$ cat src/rtl/store_buffer.sv
// FIFO store buffer between EX/MEM and data_memory, draining when loads leave the port free
// and forwarding the youngest matching store to loads. Define STORE_BUF_COALESCE_EN to coalesce.
module store_buffer #(
   parameter int unsigned DEPTH = 4,
   parameter int unsigned AW    = 8,
   parameter int unsigned DW    = 8
) (
   input  logic                     clk,
   input  logic                     rst_n,
   input  logic                     st_valid,
   input  logic [AW-1:0]            st_addr,
   input  logic [DW-1:0]            st_data,
   output logic                     st_ready,
   input  logic                     ld_valid,
   input  logic [AW-1:0]            ld_addr,
   output logic                     ld_hit,
   output logic [DW-1:0]            ld_data,
   output logic                     mem_write,
   output logic [AW-1:0]            mem_addr,
   output logic [DW-1:0]            mem_wdata,
   output logic [$clog2(DEPTH):0]   count,
   output logic                     empty
);

   localparam int unsigned PW = $clog2(DEPTH);
   localparam int unsigned CW = PW + 1;

   typedef enum logic [1:0] {S_EMPTY, S_PARTIAL, S_FULL} occ_e;

   occ_e             state_q, state_d;
   logic [PW-1:0]    wr_ptr_q, wr_ptr_d;
   logic [PW-1:0]    rd_ptr_q, rd_ptr_d;
   logic [CW-1:0]    count_q, count_d;
   logic [AW-1:0]    addr_q [DEPTH];
   logic [DW-1:0]    data_q [DEPTH];
   logic [DEPTH-1:0] vld_q;

   logic full, drain, co_hit, enq;

   assign full  = (state_q == S_FULL);
   assign empty = (state_q == S_EMPTY);
   assign drain = !empty && !ld_valid;
   assign count = count_q;

`ifdef STORE_BUF_COALESCE_EN
   logic [PW-1:0] yng_idx;
   assign yng_idx = wr_ptr_q - PW'(1);
   // Youngest entry may absorb the store unless it is leaving for memory this cycle.
   assign co_hit  = !empty && (addr_q[yng_idx] == st_addr) && !(drain && (yng_idx == rd_ptr_q));
`else
   assign co_hit  = 1'b0;
`endif

   assign st_ready = !full || co_hit;
   assign enq      = st_valid && st_ready && !co_hit;

   always_comb begin : ctrl
      wr_ptr_d  = wr_ptr_q;
      rd_ptr_d  = rd_ptr_q;
      mem_write = drain;
      mem_addr  = ld_addr;
      mem_wdata = '0;
      if (enq) wr_ptr_d = wr_ptr_q + PW'(1);
      if (drain) begin
         rd_ptr_d  = rd_ptr_q + PW'(1);
         mem_addr  = addr_q[rd_ptr_q];
         mem_wdata = data_q[rd_ptr_q];
      end
      count_d = count_q + CW'(enq) - CW'(drain);
   end

   always_comb begin : occ_fsm
      state_d = state_q;
      case (state_q)
         S_EMPTY:   if (enq) state_d = S_PARTIAL;
         S_PARTIAL: begin
            if (count_d == CW'(DEPTH)) state_d = S_FULL;
            else if (count_d == '0)    state_d = S_EMPTY;
         end
         S_FULL:    if (count_d != CW'(DEPTH)) state_d = S_PARTIAL;
         default:   state_d = S_EMPTY;
      endcase
   end

   // Walk oldest to youngest so the last match is the youngest.
   always_comb begin : fwd
      logic [PW-1:0] idx;
      idx     = '0;
      ld_hit  = 1'b0;
      ld_data = '0;
      if (ld_valid) begin
         for (int unsigned i = 0; i < DEPTH; i++) begin
            idx = rd_ptr_q + PW'(i);
            if (vld_q[idx] && (addr_q[idx] == ld_addr)) begin
               ld_hit  = 1'b1;
               ld_data = data_q[idx];
            end
         end
      end
   end

   always_ff @(posedge clk or negedge rst_n) begin : regs
      if (!rst_n) begin
         state_q  <= S_EMPTY;
         wr_ptr_q <= '0;
         rd_ptr_q <= '0;
         count_q  <= '0;
         vld_q    <= '0;
         for (int unsigned i = 0; i < DEPTH; i++) begin
            addr_q[i] <= '0;
            data_q[i] <= '0;
         end
      end else begin
         state_q  <= state_d;
         wr_ptr_q <= wr_ptr_d;
         rd_ptr_q <= rd_ptr_d;
         count_q  <= count_d;
         if (drain) vld_q[rd_ptr_q] <= 1'b0;
         if (enq) begin
            vld_q[wr_ptr_q]  <= 1'b1;
            addr_q[wr_ptr_q] <= st_addr;
            data_q[wr_ptr_q] <= st_data;
         end
`ifdef STORE_BUF_COALESCE_EN
         if (st_valid && co_hit) data_q[yng_idx] <= st_data;
`endif
      end
   end

endmodule
$ cat config.mk
export PLATFORM = sky130hd
export DESIGN_NAME = store_buffer
export DESIGN_NICKNAME = d
export VERILOG_FILES = /design/src/rtl/store_buffer.sv
export SDC_FILE = /design/constraint.sdc
export NUM_CORES = 1
export LEC_CHECK = 0
export BUFFER_PORTS_ARGS = -buffer_cell sky130_fd_sc_hd__buf_4
export CAP_MARGIN = 20
export CORE_ASPECT_RATIO = 0.8
export CORE_MARGIN = 1.5
export CORE_UTILIZATION = 45
export CTS_CLUSTER_DIAMETER = 40
export CTS_CLUSTER_SIZE = 30
export DETAILED_ROUTE_END_ITERATION = 12
export HOLD_SLACK_MARGIN = 0.15
export PLACE_DENSITY = 0.65
export RECOVER_POWER = 50
export SYNTH_ARGS = -nofsm -noshare
export SYNTH_HDL_FRONTEND = slang
export SYNTH_SLANG_ARGS = --single-unit
$ cat constraint.sdc
create_clock -name clk -period 4.8 [get_ports clk]
set_clock_uncertainty 0.15 [all_clocks]
set_input_delay 0.96 -clock clk [delete_from_list [all_inputs] [get_ports clk]]
set_output_delay 0.96 -clock clk [all_outputs]
set_load 0.05 [all_outputs]
==> reports/summary.txt <==
Status -> complete, no violations
Setup Viol. Count Final -> 0
Minimum clock period -> 4.615 ns
Power, Total -> 5.603 mW
Number of synthesized register bits -> 77
Global-route wire length before repair -> 22.40 mm
Yosys top cell area share -> 33.62%
Fin. Hold Viols -> 0
H-tree depth -> 3
Initial core utilization -> 46.60%
Total CTS buffers -> 9
Max-Cap Viols -> 0
Max-slew violation count -> 0
Post-synthesis sequential area ratio -> 33.62%
Area grow syn2layout -> 18.25%
Tightest Hold Check Type -> flip-flop to flip-flop
R2r setup slk -> 1.82 ns
Critical Path Source Type -> flip-flop
Critical path origin -> rd_ptr_q[1]
Warnings, synthesis -> 0
Mean Syn Cell Area -> 12.48 um2
Core Area -> 12300 um2
Post-synth top area cell -> dfrtp_1
Crit path kind -> flip-flop to output port
Tot GR Track Use -> 22.05%
Leak Pwr -> 2.725 nW
PwrDens -> 826.9 nW/um2
Setup crit end kind -> output port
Nets -> 550
Worst Path Required -> 3.69 ns
Die Ht -> 103.9 um
Post-Syn Instances -> 459
Drt first-iter violations -> 283
Fmax -> 216.7 MHz
Root Buffer -> clkbuf_16
Io pins -> 59
Period utilization -> 96.15%
Initial antenna violation count -> 0
Global placer's final weighted congestion -> 0.8387
CP peak stage delay -> 0.51 ns
Hold_sp -> count[0]
Clock sink count -> 77
CP max FO -> 9
IR drop worst, VDD -> 0.4212 mV
Top cells by count, synth -> dfrtp_1 (77), mux2_2 (68), mux4_2 (49)
CP Buf/Inv Count -> 6
Final instance area -> 6777 um2
Core Rows -> 36
Synth cell types -> 43
Syn nets -> 497
Clock Latency Late Sink -> 0.35 ns
HPWL after DPL -> 9.232 mm
Drt wl/cell -> 19.92 um
Remaining DRCs -> 0
Top cells by area, synth -> dfrtp_1 (34%), mux4_2 (19%), mux2_2 (13%)
Worst Tran Pin Value -> 1.300 ns
Grt total ovfl -> 0
Routed wire length -> 13.70 mm
Placed cells -> 666
Number of global-route vias before repair -> 4044
Die X -> 129.2 um
Vias per cell -> 5.860
CTS tree -> built
Ys async rst share -> 100.0%
DIE AREA -> 13420 um2
Crit-path leading delay family -> buffers and inverters
Crit Reg-Reg Startpoint -> state_q[1]
Number of enable flip-flop cells after synthesis -> 0
Layout cells sized above 1 -> 42.36%
CP max stage cell -> mux4_2
Crit-path cells -> inv_1 > ha_4 > clkbuf_4 > buf_4 > mux4_2 > xor2_1 > a2111oi_4 > buf_4 > buf_6 > and2_0 > a211oi_2 > nor4b_4 > buf_6
Placed Instance Area -> 6392 um2
IO Port Bufs -> 58
Synth Flop Type -> dfrtp_1
CP arrival -> 3.51 ns
Final non-filler cell total -> 688
Syn Std Cell Area -> 5730 um2
Most instantiated library cell after synthesis -> dfrtp_1
Number of diodes -> 0
Drt first pass iters -> 4
Largest net degree at the start of global routing -> 78
Vias -> 4032
Max Root-Sink Buffers -> 2
Slew margin rel. -> 13.31%
Antenna Violating Nets Remaining -> 0
CTS clk-pin slew, worst paths -> 0.05 ns
power breakdown:
group	leakage (nW)	total (mW)	switching [mW]	internal, mW
Clock	0.144	0.689	0.257	0.432
Sequential	0.908	1.39	0.400	0.987
Combinational	1.67	3.53	1.71	1.81
metrics by stage:
stage	worst slack [ns]	setup TNS (ns)	util, %	hold slack (ns)
floorplan	0.002482	0	-	0.3417
global placement	0.4205	0	51.98	0.3706
detailed placement	0.3581	0	51.98	0.3844
CTS	0.1449	0	54.52	0.3954
global route	-0.003740	-0.004871	55.11	0.4290
finish	0.1846	0	55.11	0.3987
state kept, by name, indices dropped and copies added (netlist names):
name	count
state_q	2
data_q	32
vld_q	4
wr_ptr_q	2
count	3
addr_q	32
rd_ptr_q	2
cell usage in the layout (no fill, tap or decap), types with 3 or more instances in the layout:
cell type	count
o21ai_0	3
a221oi_1	3
nor2_1	7
nand2_1	42
a21oi_1	3
buf_4	62
mux2_2	68
nor4b_4	8
o32ai_1	3
a211oi_1	3
clkbuf_1	11
nor3_1	21
mux4_1	3
dfrtp_1	75
clkbuf_16	9
buf_6	4
xor2_1	13
nand3_1	3
ha_1	8
and2_1	9
mux4_2	49
xnor2_1	36
and2_0	4
mux2i_1	27
inv_1	9
nand2b_1	3
layer usage:
| layer | GRT usage (%) | up-vias | share of wire (%) |
|---|---|---|---|
| met5 | 0 | - | 0 |
| met4 | 7.063 | 0 | 1.2 |
| met3 | 5.247 | 16 | 6.3 |
| met2 | 32.22 | 115 | 47 |
| met1 | 32.37 | 2068 | 46 |
| li1 | - | 1833 | - |
what timing repair did:
item                                    CTS  global route
gates resized for setup                   2             7
endpoints found under the setup margin    2             8
hold buffers                              0             0
buffers inserted                          0             5
pin swaps                                 0             3
path summary, 6_finish.rpt:
| path | end | depth (start not counted) |
|---|---|---|
| hold / removal | count[0] | 1 |
| hold reg to reg | count[0] | 1 |
| setup / recovery | ld_data[4] | 13 |
| setup reg to reg | state_q[0] | 11 |
| min in group asynchronous | addr_q[20] | 1 |
| max in group asynchronous | rd_ptr_q[1] | 2 |
kinds of logic after synthesis:
group / synth area share (%)
DFF: 33.62
xor gates and xnor gates: 7.489
AOI/OAI and AO/OA: 3.887
adders and majority gates: 2.314
buffers and inverters: 3.690
muxes: 38.71
and+or+nand+nor: 10.28
cell type report:
cell class                 count  area [um2]
fill                        1020        5520
multi-input combinational    339        3722
sequential                    77        1929
timing repair buffer          76       579.3
clock buffer                  15       267.8
tap                          171       214.0
inverter                       9       33.78
clock inverter                 1       30.03
Power figures use the tool's default switching activity.
